File: config.mk
export PLATFORM = sky130hd
export DESIGN_NAME = conv_window_index_gen
export DESIGN_NICKNAME = d
export VERILOG_FILES = /design/src/rtl/conv_idx_pkg.sv /design/src/rtl/conv_window_index_gen_wrap_counter.sv /design/src/rtl/conv_window_index_gen.sv
export SDC_FILE = /design/constraint.sdc
export NUM_CORES = 1
export LEC_CHECK = 0
export CAP_MARGIN = 20
export CORE_MARGIN = 5
export CORE_UTILIZATION = 45
export DETAILED_ROUTE_END_ITERATION = 12
export DONT_BUFFER_PORTS = 1
export PLACE_DENSITY = 0.68
export SYNTH_ARGS = -nofsm -noshare
export SYNTH_HDL_FRONTEND = slang
export SYNTH_SLANG_ARGS = --single-unit
File: constraint.sdc
create_clock -name clock -period 5.59 [get_ports clock]
set_input_delay 0.2795 -clock clock [delete_from_list [all_inputs] [get_ports clock]]
set_output_delay 0.2795 -clock clock [all_outputs]
set_load 0.01 [all_outputs]
File: src/rtl/conv_idx_pkg.sv
// Shared types and helpers for the convolution window index generator.
package conv_idx_pkg;

  typedef enum logic [1:0] {
    IDLE = 2'd0,
    RUN  = 2'd1,
    DONE = 2'd2
  } state_t;

  // Valid (unpadded) output extent along one axis; degenerate geometry yields 0.
  function automatic int unsigned out_dim(input int unsigned img, input int unsigned k,
                                          input int unsigned stride);
    if (stride == 0 || k > img) return 0;
    return (img - k) / stride + 1;
  endfunction

endpackage

File: src/rtl/conv_window_index_gen_wrap_counter.sv
// Modulo counter with carry-out; several are chained wrap->inc to form a loop nest.
module wrap_counter #(
  parameter int unsigned W = 8
) (
  input  logic         clock,
  input  logic         nreset,
  input  logic         inc,
  input  logic [W-1:0] max,
  input  logic         clear,
  output logic [W-1:0] cnt,
  output logic         wrap
);

  assign wrap = inc && (cnt == max);

  always_ff @(posedge clock or negedge nreset) begin
    if (!nreset)    cnt <= '0;
    else if (clear) cnt <= '0;
    else if (inc)   cnt <= wrap ? '0 : cnt + 1'b1;
  end

endmodule

File: src/rtl/conv_window_index_gen.sv
// Loop-nest index generator: walks output pixels and kernel taps, streaming
// the flat input-feature-map address of each tap over valid/ready.
module conv_window_index_gen
  import conv_idx_pkg::*;
#(
  parameter int unsigned IMG_H    = 8,
  parameter int unsigned IMG_W    = 8,
  parameter int unsigned K_H      = 3,
  parameter int unsigned K_W      = 3,
  parameter int unsigned CHANNELS = 1,
  parameter int unsigned STRIDE   = 1,
  parameter int unsigned IDX_W    = 8,
  parameter int unsigned ADDR_W   = 16
) (
  input  logic              clock,
  input  logic              nreset,
  input  logic              start,
  input  logic              clear,
  input  logic              out_ready,
  output logic              out_valid,
  output logic [IDX_W-1:0]  oy,
  output logic [IDX_W-1:0]  ox,
  output logic [IDX_W-1:0]  ch,
  output logic [IDX_W-1:0]  ky,
  output logic [IDX_W-1:0]  kx,
  output logic [ADDR_W-1:0] in_addr,
  output logic              win_last,
  output logic              frame_last,
  output logic              busy,
  output logic              done
);

  localparam int unsigned OUT_H = out_dim(IMG_H, K_H, STRIDE);
  localparam int unsigned OUT_W = out_dim(IMG_W, K_W, STRIDE);
  localparam int unsigned MAX_HW = (OUT_H > OUT_W) ? OUT_H : OUT_W;
  localparam int unsigned MAX_CK = (K_H > K_W) ? K_H : K_W;
  localparam int unsigned MAX_A  = (MAX_HW > MAX_CK) ? MAX_HW : MAX_CK;
  localparam int unsigned MAX_DIM = (MAX_A > CHANNELS) ? MAX_A : CHANNELS;

  if (K_H > IMG_H || K_W > IMG_W || STRIDE < 1) begin : g_bad_geometry
    $fatal(1, "conv_window_index_gen: kernel larger than image or STRIDE < 1");
  end
  if ((longint'(1) << ADDR_W) < longint'(CHANNELS) * longint'(IMG_H) * longint'(IMG_W))
  begin : g_bad_addr_w
    $fatal(1, "conv_window_index_gen: ADDR_W too narrow for the feature map");
  end
  if ((longint'(1) << IDX_W) <= longint'(MAX_DIM)) begin : g_bad_idx_w
    $fatal(1, "conv_window_index_gen: IDX_W too narrow for the loop bounds");
  end

  localparam logic [IDX_W-1:0] KW_MAX = IDX_W'(K_W - 1);
  localparam logic [IDX_W-1:0] KH_MAX = IDX_W'(K_H - 1);
  localparam logic [IDX_W-1:0] CH_MAX = IDX_W'(CHANNELS - 1);
  localparam logic [IDX_W-1:0] OW_MAX = IDX_W'(OUT_W - 1);
  localparam logic [IDX_W-1:0] OH_MAX = IDX_W'(OUT_H - 1);

  state_t state, state_nx;
  logic   accept;
  logic   wrap_kx, wrap_ky, wrap_ch, wrap_ox, wrap_oy;

  assign accept = out_valid && out_ready;

  // Fastest-first chain: kx -> ky -> ch -> ox -> oy; the oy carry ends the frame.
  wrap_counter #(.W(IDX_W)) u_kx (.clock(clock), .nreset(nreset), .inc(accept),
    .max(KW_MAX), .clear(clear), .cnt(kx), .wrap(wrap_kx));
  wrap_counter #(.W(IDX_W)) u_ky (.clock(clock), .nreset(nreset), .inc(wrap_kx),
    .max(KH_MAX), .clear(clear), .cnt(ky), .wrap(wrap_ky));
  wrap_counter #(.W(IDX_W)) u_ch (.clock(clock), .nreset(nreset), .inc(wrap_ky),
    .max(CH_MAX), .clear(clear), .cnt(ch), .wrap(wrap_ch));
  wrap_counter #(.W(IDX_W)) u_ox (.clock(clock), .nreset(nreset), .inc(wrap_ch),
    .max(OW_MAX), .clear(clear), .cnt(ox), .wrap(wrap_ox));
  wrap_counter #(.W(IDX_W)) u_oy (.clock(clock), .nreset(nreset), .inc(wrap_ox),
    .max(OH_MAX), .clear(clear), .cnt(oy), .wrap(wrap_oy));

  always_ff @(posedge clock or negedge nreset) begin
    if (!nreset) state <= IDLE;
    else         state <= state_nx;
  end

  always_comb begin
    state_nx = state;
    case (state)
      IDLE:    if (start)   state_nx = RUN;
      RUN:     if (wrap_oy) state_nx = DONE;
      DONE:                 state_nx = IDLE;
      default:              state_nx = IDLE;
    endcase
    if (clear) state_nx = IDLE;
  end

  function automatic logic [IDX_W-1:0] step(input logic [IDX_W-1:0] c, input logic i,
                                            input logic w);
    return i ? (w ? '0 : c + 1'b1) : c;
  endfunction

  // Mirror of the counters' next values so address and flags land with the indices.
  logic [IDX_W-1:0]  nkx, nky, nch, nox, noy;
  logic [ADDR_W-1:0] row_nx, addr_nx;
  logic              go_run, win_nx, frame_nx;

  always_comb begin
    nkx      = step(kx, accept,  wrap_kx);
    nky      = step(ky, wrap_kx, wrap_ky);
    nch      = step(ch, wrap_ky, wrap_ch);
    nox      = step(ox, wrap_ch, wrap_ox);
    noy      = step(oy, wrap_ox, wrap_oy);
    go_run   = (state_nx == RUN);
    row_nx   = ADDR_W'(nch) * ADDR_W'(IMG_H) + ADDR_W'(noy) * ADDR_W'(STRIDE) + ADDR_W'(nky);
    addr_nx  = '0;
    if (go_run)
      addr_nx = row_nx * ADDR_W'(IMG_W) + ADDR_W'(nox) * ADDR_W'(STRIDE) + ADDR_W'(nkx);
    win_nx   = go_run && (nkx == KW_MAX) && (nky == KH_MAX) && (nch == CH_MAX);
    frame_nx = win_nx && (nox == OW_MAX) && (noy == OH_MAX);
  end

  always_ff @(posedge clock or negedge nreset) begin
    if (!nreset) begin
      out_valid  <= 1'b0;
      busy       <= 1'b0;
      done       <= 1'b0;
      in_addr    <= '0;
      win_last   <= 1'b0;
      frame_last <= 1'b0;
    end else begin
      out_valid  <= go_run;
      busy       <= (state_nx != IDLE);
      done       <= (state_nx == DONE);
      in_addr    <= addr_nx;
      win_last   <= win_nx;
      frame_last <= frame_nx;
    end
  end

endmodule
### After elaboration in Yosys (flattened, before gate mapping)

Cells that the tools add are included.

* output and inout port bits: 61
* logic and storage cells: 67
* bits of input ports: 5
* flip-flop bits (word level): 63

* reductions and logical operators: 15
* add/sub/neg operators: 9
* equal/unequal tests: 11
* mux-type cells: 20

Operators with widths (count)
* $mux W8: 15
* $add A8 B1 Y8 const B: 5
* $add A16 B8 Y16: 2
* $eq A8 B2 Y1 const B: 4
* $eq A8 B3 Y1 const B: 4
* $logic_not A8 Y1: 2
* $mux W16: 1
* $add A12 B8 Y13: 1
* $add A11 B8 Y12: 1
* $logic_and A1 B1 Y1: 11
* $mux W2: 3
* $eq A2 B1 Y1 const B: 2
* $pmux W2 S2: 1
* $eq A2 B2 Y1 const B: 1
* $logic_not A2 Y1: 1
* $reduce_bool A2 Y1: 1

### Logic depth before layout (Yosys ltp)

Gate-level depths: netlist (run 1).

* depth in word-level cells: 15
* depth in mapped cells: 24
* gate-level depth less buffers: 23

### Modules after synthesis

Synthesis (run 1) repeated with hierarchy kept, for this count alone.

* cells, all modules: 668
* area total of the unflattened synthesis: 5903.2 um^2

Modules (own cells, without submodules)
* conv_window_index_gen: cells an instance 412, times used 1, area each 3278.1 um^2, sequential area each 575.6 um^2
* wrap_counter (u_ch ...): cells an instance 51, times used 4, area each 523.0 um^2, sequential area each 200.2 um^2
* wrap_counter (u_kx): cells an instance 52, times used 1, area each 533.0 um^2, sequential area each 200.2 um^2

### Worst setup path after synthesis (run 1)

OpenSTA, ideal clock, no wires.

* path kind: register to register
* start: reg u_ky.cnt[0]
* end: reg in_addr[14]
* clock period less this slack: 5810 ps
* cell stages (with the launch flop): 23
* arrival time: 5732 ps
* required time: 5512 ps
* library setup time: 78 ps
* slack: -220 ps
* path buffers: 1
* path through: dfrtp_1 -> inv_1 -> ha_1 -> or4b_4 -> or4_4 -> buf_6 -> nor4_4 -> nand2b_1 -> o31ai_1 -> fa_1 -> ha_1 -> a21oi_1 -> xor2_1 -> fa_1 -> inv_1 -> ha_1 -> o21ai_0 -> nand2b_1 -> a21oi_1 -> a211oi_1 -> nand3_1 -> or4_1 -> a21oi_1

* cells in the longest elaborated chain, start to end: 12
* elaborated cells on any way between the ends: 23
* those cells by class: 5 x add/sub; 2 x eq/ne; 12 x mux; 4 x reduce/logical

RTL lines
* start, declared: RTL line conv_window_index_gen_wrap_counter.sv:10 `output logic [W-1:0] cnt,`
* start signal, assigned: RTL line conv_window_index_gen_wrap_counter.sv:19 `else if (inc) cnt <= wrap ? '0 : cnt + 1'b1;`
* $eq A8 B2 Y1: RTL line conv_window_index_gen_wrap_counter.sv:14 `assign wrap = inc && (cnt == max);`
* $logic_and A1 B1 Y1 (4 in series): RTL line conv_window_index_gen_wrap_counter.sv:14
* $mux W8: RTL line conv_window_index_gen.sv:93 `return i ? (w ? '0 : c + 1'b1) : c;`
* $mux W8
* $add A11 B8 Y12: RTL line conv_window_index_gen.sv:108 `row_nx = ADDR_W'(nch) * ADDR_W'(IMG_H) + ADDR_W'(noy) * ADDR_W'(STRIDE) + ADDR_W'(nky);`
* $add A12 B8 Y13: RTL line conv_window_index_gen.sv:108
* $add A16 B8 Y16 (2 in series): RTL line conv_window_index_gen.sv:111 `addr_nx = row_nx * ADDR_W'(IMG_W) + ADDR_W'(nox) * ADDR_W'(STRIDE) + ADDR_W'(nkx);`
* $mux W16 (*): RTL line conv_window_index_gen.sv:110 `if (go_run)`
* via addr_nx[14]: RTL line conv_window_index_gen.sv:98 `logic [ADDR_W-1:0] row_nx, addr_nx;`
* end signal, assigned: RTL line conv_window_index_gen.sv:128 `in_addr <= addr_nx;`
* end, declared: RTL line conv_window_index_gen.sv:26 `output logic [ADDR_W-1:0] in_addr,`

Mark *: on every way through the listed nets, which the timed path passes. The rest lies on a longest branch.

### Worst setup path after layout (run 1)

* start: reg u_ox.cnt[1]
* end: reg in_addr[14]

* cells in the longest elaborated chain, start to end: 10
* elaborated cells on any way between the ends: 17
* those cells by class: 5 x add/sub; 2 x eq/ne; 8 x mux; 2 x reduce/logical

RTL lines (RTL line)
* start, declared: conv_window_index_gen_wrap_counter.sv:10
* start signal, assigned: conv_window_index_gen_wrap_counter.sv:19
* $eq A8 B3 Y1: conv_window_index_gen_wrap_counter.sv:14
* $logic_and A1 B1 Y1 (2 in series): conv_window_index_gen_wrap_counter.sv:14
* $mux W8: conv_window_index_gen.sv:93
* $mux W8
* $add A11 B8 Y12: conv_window_index_gen.sv:108
* $add A12 B8 Y13: conv_window_index_gen.sv:108
* $add A16 B8 Y16 (2 in series): conv_window_index_gen.sv:111
* $mux W16 (*): conv_window_index_gen.sv:110
* via addr_nx[14]: conv_window_index_gen.sv:98

Marked as above.

==> results.toml, run 1 <==
[sta]
finalSetupViolCount = 0
rsz0062_at_grt = "yes"
tightest_slew_ns = 0.574
relSlewSlack_pct = 61.4
fin_crit_sh_pct = 98.0
finalHoldViolations = 0
fin_ws_ns = 0.112
final_max_slew_viol_count = 0
fin_crit_ns = 5.48
clock.fmax_mhz = 183
whs_ns = 0.0377
fin_skew_ns = 0.0117

[yosys]
yosys.area.top_type = "dfrtp_1"
synth-edff-count = 0
synthFlopType = "dfrtp_1"
yosys_register_bits = 63
synth_nets = 515
yosys.cell_count.top_type = "dfrtp_1"
netlist_instances = 467
avgSynthCellArea_um2 = 9.21
synth_area_um2 = 4300
synth_area_leaders = "dfrtp_1 (37%), ha_1 (9.0%), fa_1 (5.6%), nor2_1 (5.0%), xor2_1 (4.7%)"
synth_top_cell_area_share_pct = 36.7
yosysUniqueCellTypes = 60
synthTopCellsByCount = "dfrtp_1 (63), nor2_1 (57), inv_1 (42)"
synth_seq_area_share_pct = 36.7
yosysWarnings = 0
ys_async_sr_fraction_pct = 100

[power]
power_switching_uw = 207
internal_power_uw = 730
pwr-share-clk_pct = 47.1
p_sw_share_pct = 22.1
cellPowerDensity_nw_per_um2 = 183
vdd_ir_drop_max_mv = 0.0933
sequentialPowerShare_pct = 49.3
combPwrFrac_pct = 3.6
power_leakage_uw = 0.00243

[clock_tree]
htree_levels = 3
numCtsBuffers = 9
clockBufferDepth = 2
root_buffer = "clkbuf_8"
clk_pin_slew_ns = 0.08
cts_tree = "yes"
clock_sinks = 63
clk_latency_ns = 0.35

[layout]
multi_input_area_um2 = 2650
drive_above_1_share_pct = 17.7
finalCoreUtilization_pct = 55.1
layout.nets = 557
synthToLayoutAreaGrowth_pct = 18.9
seqCellArea_um2 = 1580
fillCellCount = 852
antenna_cells = 0

[die]
die_w_um = 108
fp.dieH_um = 108
rows = 35
coreArea_um2 = 9280
pin_count = 66
dieArea_um2 = 11600
start_util_pct = 46.3

[place]
place_ws_ns = -0.0378
io_buffer_count = 0
dpl.hpwl_um = 8690
place_congestion = 0.882

[worst_setup_path]
startpoint_type = "flop"
critPathKind = "flop to flop"
end_kind = "flop"
crit_path_max_fanout = 6
worstPathArrival_ns = 5.75
critPathRequiredTime_ns = 5.86
reg2reg_setup_slack_ns = 0.11

[detailed_routing]
wl_per_cell_um = 17.9
met1Wirelength_um = 4990
wl_met3_um = 758
antenna_left = 0
drc = 0
top_layer_used = "met4"
drt_iter0_drc = 226
avgViaCountPerCell = 5.56
wirelength_um = 11500
wl_met2_um = 5600
first_pass_iters = 6
routed-via-count = 3576

[global_routing]
grt_pass1_vias = 3663
grt_pass1_wl_um = 18900
track_usage_pct = 20.8
grt_max_degree = 64
antenna_found_initial = 0
overflow = 0

[min_path]
hold_class = "input pin to flop"

[run_status]
status = "completed"

[flow_run]
maxCapViolations = 0
==> worst max-delay path: stages, from the launching register on <==
cell and delay, ns:
dfrtp_2 0.41, inv_2 0.08, ha_4 0.11, or4b_4 0.45
or4b_4 0.55, nor4_4 0.39, nand2b_1 0.17, o31ai_4 0.28
fa_1 0.48, ha_4 0.28, a21oi_2 0.14, xor2_1 0.09
fa_1 0.51, inv_2 0.05, ha_4 0.26, o21ai_2 0.04
nand2b_1 0.09, a21oi_2 0.07, a211oi_2 0.17, nand3_1 0.13
or4_4 0.51, a21oi_2 0.14
==> timing repair <==
action,CTS,global route
pin swaps,6,2
setup endpoints to repair,1,6
hold buffers,4,0
endpoints found under the hold margin,104,0
resized for setup,5,14
setup buffers,2,2
==> state kept, by name, summed over array words and instances (netlist names) <==
name and flops:
u_ch.cnt 8, u_oy.cnt 8, frame_last 1, u_ky.cnt 8, win_last 1, u_kx.cnt 8
done 1, in_addr 16, state 2, busy 1, out_valid 1, u_ox.cnt 8
==> layer usage <==
metal | vias to the layer above | GRT usage (%)
li1 | 1692 | -
met1 | 1770 | 27.2
met2 | 99 | 33.7
met3 | 15 | 5.10
met4 | 0 | 7.03
met5 | - | 0
==> final timing paths <==
check | from | endpoint | cells past startpoint
worst max-delay path | u_ox.cnt[1] | in_addr[14] | 21
worst min-delay path | clear | busy | 1
worst max register to register | u_ox.cnt[1] | in_addr[14] | 21
worst min register to register | state[1] | done | 1
max in group asynchronous | nreset | u_ox.cnt[0] | 2
min in group asynchronous | nreset | u_ch.cnt[3] | 2
==> cells by family after synthesis <==
kind of cell | share of synthesized area [%]
AO/OA/AOI/OAI | 10.7
XOR/XNOR | 7.74
adder cells (fa/ha/maj) | 14.6
buffers and inverters | 4.80
flip-flops | 36.7
multiplexers | 0.466
other | 0.0872
AND/OR/NAND/NOR | 24.9
==> area by class of cell <==
type / instances / share of cell area [%]
clock buffers: 12 / 2.84
multi-input cells: 351 / 51.8
clock inverters: 4 / 1.37
repair buffers: 42 / 6.90
well taps: 129 / 3.16
flip-flops and latches: 63 / 30.9
inverters: 42 / 3.08
==> per-stage QoR <==
| step | area [µm²] | std cells | power [µW] | setup TNS [ns] |
|---|---|---|---|---|
| 4_1_cts | 5050 | 641 | 946 | 0 |
| 6_report | 5110 | 643 | 937 | 0 |
| 3_5_place_dp | 4720 | 619 | 485 | -0.0378 |
| 2_1_floorplan | 4350 | 467 | 484 | 0 |
| 5_1_grt | 5110 | 643 | 970 | -0.211 |
| 3_3_place_gp | 4720 | 619 | 485 | 0 |
==> power groups by stage <==
stage               Clock, µW  Sequential (µW)  Combinational (µW)
finish                    441              462                33.3
global route              469              462                38.4
CTS                       450              462                34.5
detailed placement          0              470                14.9
global placement            0              471                14.7
floorplan                   0              471                13.7
==> layout by cell type (no fill, tap or decap), drive strengths merged, types with 3 or more instances in the layout <==
cell type  Yosys  final
o31ai          4      4
nand2b         5      5
or4            3      3
clkbuf         9     12
a21o           4      4
and2           3      3
buf            2     40
and3          10     10
o21a           3      3
ha            31     31
xnor2         15     15
inv           42     42
nor2          57     57
nand2         30     30
nor2b         15     15
a21oi         18     18
nor4b          3      3
a211oi         3      3
or4b           3      3
xor2          23     23
fa            12     12
o21ai         19     19
or2            3      3
dfrtp         63     63
nor3          15     15
nand4         13     13
and4           4      4
nand3         23     23
nor4           8      8
Power figures use the tool's default switching activity.
==> run 2, diff against run 1 <==
Settings changed: PLACE_DENSITY 0.68 to unset.
==> results.toml, run 2 (same netlist as run 1, synthesis figures left out) <==
[place]
dpl.hpwl_um = 8540
place_inst = 614
place_ws_ns = 0.000943
place_congestion = 0.891
postPlaceCellArea_um2 = 4680
io_buffer_count = 0

[layout]
antenna_cells = 0
layout_commonest_cell = "dfrtp_1"
synthToLayoutAreaGrowth_pct = 17.4
drive_above_1_share_pct = 16.4
largest_register = "in_addr"
layout.nets = 550
largest_register_ffs = 16
final_area_um2 = 5050
layout_common_cells = "dfrtp_1 (61), nor2_1 (57), inv_1 (40), buf_4 (31), nand2_1 (30)"
finalCoreUtilization_pct = 54.4
layout.cells.non_filler = 636

[detailed_routing]
routed-via-count = 3461
avgViaCountPerCell = 5.44
first_pass_iters = 4
wirelength_um = 11300
wl_per_cell_um = 17.7
drt_iter0_drc = 241
drc = 0
antenna_left = 0

[clock_tree]
clk_pin_slew_ns = 0.07
numCtsBuffers = 9
clock_sinks = 63
clk_latency_ns = 0.34
root_buffer = "clkbuf_8"
cts_tree = "yes"
clockBufferDepth = 2
htree_levels = 3

[worst_setup_path]
startpoint_type = "flop"
worstPathArrival_ns = 5.70
timing.rr.start = "u_ky.cnt[0]"
startpoint = "u_ky.cnt[0]"
crit_path_max_fanout = 7
critPathRequiredTime_ns = 5.86
end_kind = "flop"
critPathKind = "flop to flop"

[power]
pwr-share-clk_pct = 48.2
combPwrFrac_pct = 3.4
p_sw_share_pct = 22.3
vdd_ir_drop_max_mv = 0.0891
cellPowerDensity_nw_per_um2 = 189
sequentialPowerShare_pct = 48.4
power_switching_uw = 212
power_leakage_uw = 0.00240
internal_power_uw = 742

[die]
die_w_um = 108
rows = 35
start_util_pct = 46.3
pin_count = 66
coreArea_um2 = 9280
dieArea_um2 = 11600
fp.dieH_um = 108

[sta]
fin_crit_sh_pct = 97.2
tightest_slew_ns = 0.649
clock.fmax_mhz = 184
setup_tns_ns = 0
fin_skew_ns = 0.00691
rsz0062_at_grt = "yes"
fin_crit_ns = 5.43
finalHoldViolations = 0
finalSetupViolCount = 0
final_max_slew_viol_count = 0
relSlewSlack_pct = 56.4
fin_ws_ns = 0.156

[global_routing]
antenna_found_initial = 0
grt_max_degree = 64
grt_pass1_wl_um = 18500
grt_pass1_vias = 3470
track_usage_pct = 20.6
overflow = 0

[flow_run]
maxCapViolations = 0

[run_status]
status = "completed"

[min_path]
hold_class = "input pin to flop"
worstHoldStart = "clear"
[run 2: final timing paths]
| kind | cells after the start | end | slack, ns |
|---|---|---|---|
| max in group asynchronous | 2 | u_ox.cnt[0] | 4.80 |
| max | 22 | in_addr[14] | 0.16 |
| max reg2reg | 22 | in_addr[14] | 0.16 |
| min | 1 | busy | 0.04 |
| min reg2reg | 1 | state[1] | 0.46 |
| min in group asynchronous | 2 | u_ch.cnt[4] | 0.51 |
[run 2: area by class of cell]
class	count	area, µm²
Clock buffer	11	151
Tap cell	129	161
Fill cell	852	4240
Clock inverter	5	80.1
Timing Repair Buffer	35	302
Sequential cell	63	1580
Multi-Input combinational cell	351	2620
Inverter	42	158
[run 2: what timing repair did]
| action | in CTS | in global routing |
|---|---|---|
| hold buffers | 3 | 0 |
| setup endpoints to repair | 1 | 6 |
| hold endpoints to repair | 105 | 0 |
| buffers inserted | 0 | 3 |
| gates resized for setup | 1 | 13 |
| pin swaps | 0 | 11 |
[run 2: metrics by stage]
step,total power [µW],hold slack (ns)
detailed placement,485,-0.0143
floorplan,484,-0.0161
finish,954,0.0423
global placement,485,-0.0135
CTS,966,0.0263
global route,995,0.0243
[run 2: worst max-delay path, cell delays in order (launching register included)]
cell and delay [ns]:
dfrtp_1 0.39, inv_2 0.06, ha_1 0.13, or4b_4 0.46, or4_4 0.55, nor4_4 0.31, buf_6 0.17, nand2b_4 0.06
o31ai_4 0.24, fa_1 0.48, ha_4 0.32, a21oi_2 0.06, xor2_1 0.15, fa_1 0.48, inv_1 0.06, ha_4 0.26
o21ai_1 0.05, nand2b_1 0.09, a21oi_2 0.07, a211oi_2 0.17, nand3_1 0.12, or4_4 0.54, a21oi_2 0.14
[run 2: per-layer routing]
metal  vias to the layer above  track usage (%)  part of all wire (%)  routed length (µm)
met1                      1694             28.8                    46                5220
met5                         -                0                     0                   0
met3                         7             5.28                   6.2                 704
met2                        81             31.7                    47                5250
li1                       1679                -                     -                   -
met4                         0             5.14                  0.79                  89
[run 2: power by group through the flow]
stage,logic [µW],clock network [µW],registers [µW]
CTS,33.8,471,461
floorplan,13.7,0,471
global route,38.0,496,462
finish,32.8,460,461
global placement,15.0,0,470
detailed placement,15.0,0,470
==> run 3, diff against run 2 <==
Settings changed: ABC_AREA set to 1, CAP_MARGIN 20 to 40.
Clock period 5.59 ns to 7 ns, I/O delays scaled along.
==> results.toml, run 3 <==
[worst_setup_path]
end_kind = "flop"
cp-endpoint = "in_addr[14]"
worstPathArrival_ns = 5.31
critPathRequiredTime_ns = 7.25
critPathMaxStageDelay_ns = 0.48
crit_path_top_delay_cell = "fa_1"
timing.rr.start = "u_ch.cnt[0]"
crit_path_frequent_cell = "nand2_1"
critPathKind = "flop to flop"
crit_path_max_fanout = 12
startpoint = "u_ch.cnt[0]"
reg2reg_setup_slack_ns = 1.94
worstReg2RegEnd = "in_addr[14]"
startpoint_type = "flop"
reg2regPathDepth = 27

[yosys]
synth_seq_area_share_pct = 33.7
synthFlopType = "dfrtp_1"
synthTopCellsByCount = "nand2_1 (126), inv_1 (101), nor2_1 (99)"
yosys.cell_count.top_type = "nand2_1"
synth-edff-count = 0
synth_area_leaders = "dfrtp_1 (34%), nand2_1 (10%), ha_1 (8.3%), inv_1 (8.1%), nor2_1 (7.9%)"
synth_area_um2 = 4680
netlist_instances = 617
yosys_register_bits = 63
avgSynthCellArea_um2 = 7.59
synth_nets = 665
ys_async_sr_fraction_pct = 100
yosys.area.top_type = "dfrtp_1"
yosysUniqueCellTypes = 38
yosysWarnings = 0
synth_top_cell_area_share_pct = 33.7

[detailed_routing]
wl_per_cell_um = 15.0
avgViaCountPerCell = 5.08
antenna_left = 0
drt_iter0_drc = 224
drc = 0
wirelength_um = 11400
routed-via-count = 3865
first_pass_iters = 6

[layout]
antenna_cells = 0
finalCoreUtilization_pct = 49.0
largest_register_ffs = 16
drive_above_1_share_pct = 9.28
layout_common_cells = "nand2_1 (126), inv_1 (101), nor2_1 (99), dfrtp_1 (63)"
layout.nets = 670
final_area_um2 = 5010
synthToLayoutAreaGrowth_pct = 7.02
layout_commonest_cell = "nand2_1"
largest_register = "in_addr"

[power]
combPwrFrac_pct = 3.3
p_sw_share_pct = 23.1
internal_power_uw = 516
power_switching_uw = 155
vdd_ir_drop_max_mv = 0.0785
cellPowerDensity_nw_per_um2 = 134
pwr-share-clk_pct = 41.7
sequentialPowerShare_pct = 55.1
power_leakage_uw = 0.00278

[clock_tree]
clk_pin_slew_ns = 0.07
postCtsSetupBuffers = 0
numCtsBuffers = 9
clk_latency_ns = 0.35
clockBufferDepth = 2
root_buffer = "clkbuf_8"
cts_resized = 0
htree_levels = 3
clock_sinks = 63
cts_tree = "yes"

[place]
io_buffer_count = 0
place_ws_ns = 2.00
dpl.hpwl_um = 8840
postPlaceCellArea_um2 = 4810
place_congestion = 0.890

[global_routing]
grt_pass1_wl_um = 19300
antenna_found_initial = 0
overflow = 0
track_usage_pct = 19.2
grt_pass1_vias = 3861
grt_max_degree = 64

[min_path]
worstHoldStart = "clear"
hold_class = "input pin to flop"

[sta]
fin_skew_ns = 0.0120
relSlewSlack_pct = 61.7
clock.fmax_mhz = 198
setup_tns_ns = 0
fin_ws_ns = 1.94
fin_crit_ns = 5.06
tightest_slew_ns = 0.574
finalHoldViolations = 0
fin_crit_sh_pct = 72.3
finalSetupViolCount = 0
final_max_slew_viol_count = 0
whs_ns = 0.0558
rsz0062_at_grt = "no"

[die]
dieArea_um2 = 12600
start_util_pct = 45.8
fp.dieH_um = 112
rows = 37
die_w_um = 112
coreArea_um2 = 10200
pin_count = 66

[flow_run]
maxCapViolations = 0

[run_status]
status = "completed"
-- run 3: cell types whose count changed after synthesis, moves of 7 or more --
cell	previous run	this run
nand2_1	30	126
inv_1	42	101
nor2_1	57	99
nor2b_1	15	0
xnor2_1	15	4
and3_1	10	0
inv_2	0	8
nand2_2	0	8
nand3_1	23	31
nor2_4	0	7
-- run 3: power by group through the flow --
stage	clock, µW	combinational (µW)	sequential (µW)
floorplan	0	13.1	376
global placement	0	12.5	377
finish	280	21.9	370
detailed placement	0	12.6	377
global route	308	25.6	369
CTS	288	22.7	370
-- run 3: cell families (layout without fill, tap and decap cells) --
group / after synthesis / after routing / synth area share, %
fa+ha+maj: 43 / 43 / 13.4
other cells: 1 / 1 / 0.0801
flops: 63 / 63 / 33.7
compound gates: 51 / 51 / 6.30
buf+inv: 118 / 126 / 9.83
xor+xnor: 27 / 27 / 5.21
simple gates: 314 / 314 / 31.5
-- run 3: worst max-delay path, delay by kind of cell, from the launching register on --
family	cells	cell delay, ns
compound gates	2	0.36
fa+ha+maj	5	1.67
flops	1	0.45
buf+inv	4	0.40
simple gates	15	1.89
xor+xnor	1	0.18
-- run 3: worst min path at each step --
stage / slack, ns / end / depth (start not counted)
5_1_grt: 0.03 / u_oy.cnt[7] / 1
3_5_place_dp: 0.06 / in_addr[15] / 0
6_report: 0.06 / u_ch.cnt[0] / 1
4_1_cts: 0.04 / u_oy.cnt[0] / 1
2_1_floorplan: 0.05 / busy / 0
3_3_place_gp: 0.06 / in_addr[15] / 0
-- run 3: layout make-up --
| class | count | area, µm² |
|---|---|---|
| Inverter | 110 | 418 |
| Clock inverter | 1 | 5.00 |
| Multi-Input combinational cell | 436 | 2650 |
| Clock buffer | 13 | 159 |
| Fill cell | 1037 | 5220 |
| Tap cell | 136 | 170 |
| Timing Repair Buffer | 2 | 37.5 |
| Sequential cell | 63 | 1580 |
-- run 3: timing repair --
action / 4_1_cts / 5_1_grt
setup endpoints to repair: 0 / 0
hold endpoints to repair: 63 / 0
hold buffers: 2 / 0
-- run 3: through the flow --
step	power, µW	instances
floorplan	389	617
finish	671	761
detailed placement	389	745
global placement	389	745
CTS	681	761
global route	703	761
-- run 3: per-layer routing --
metal / up-vias / part of all wire, % / track usage, %
li1: 1915 / - / -
met1: 1826 / 43 / 25.0
met2: 108 / 47 / 30.6
met3: 16 / 7.8 / 5.71
met4: 0 / 1.9 / 6.81
met5: - / 0 / 0
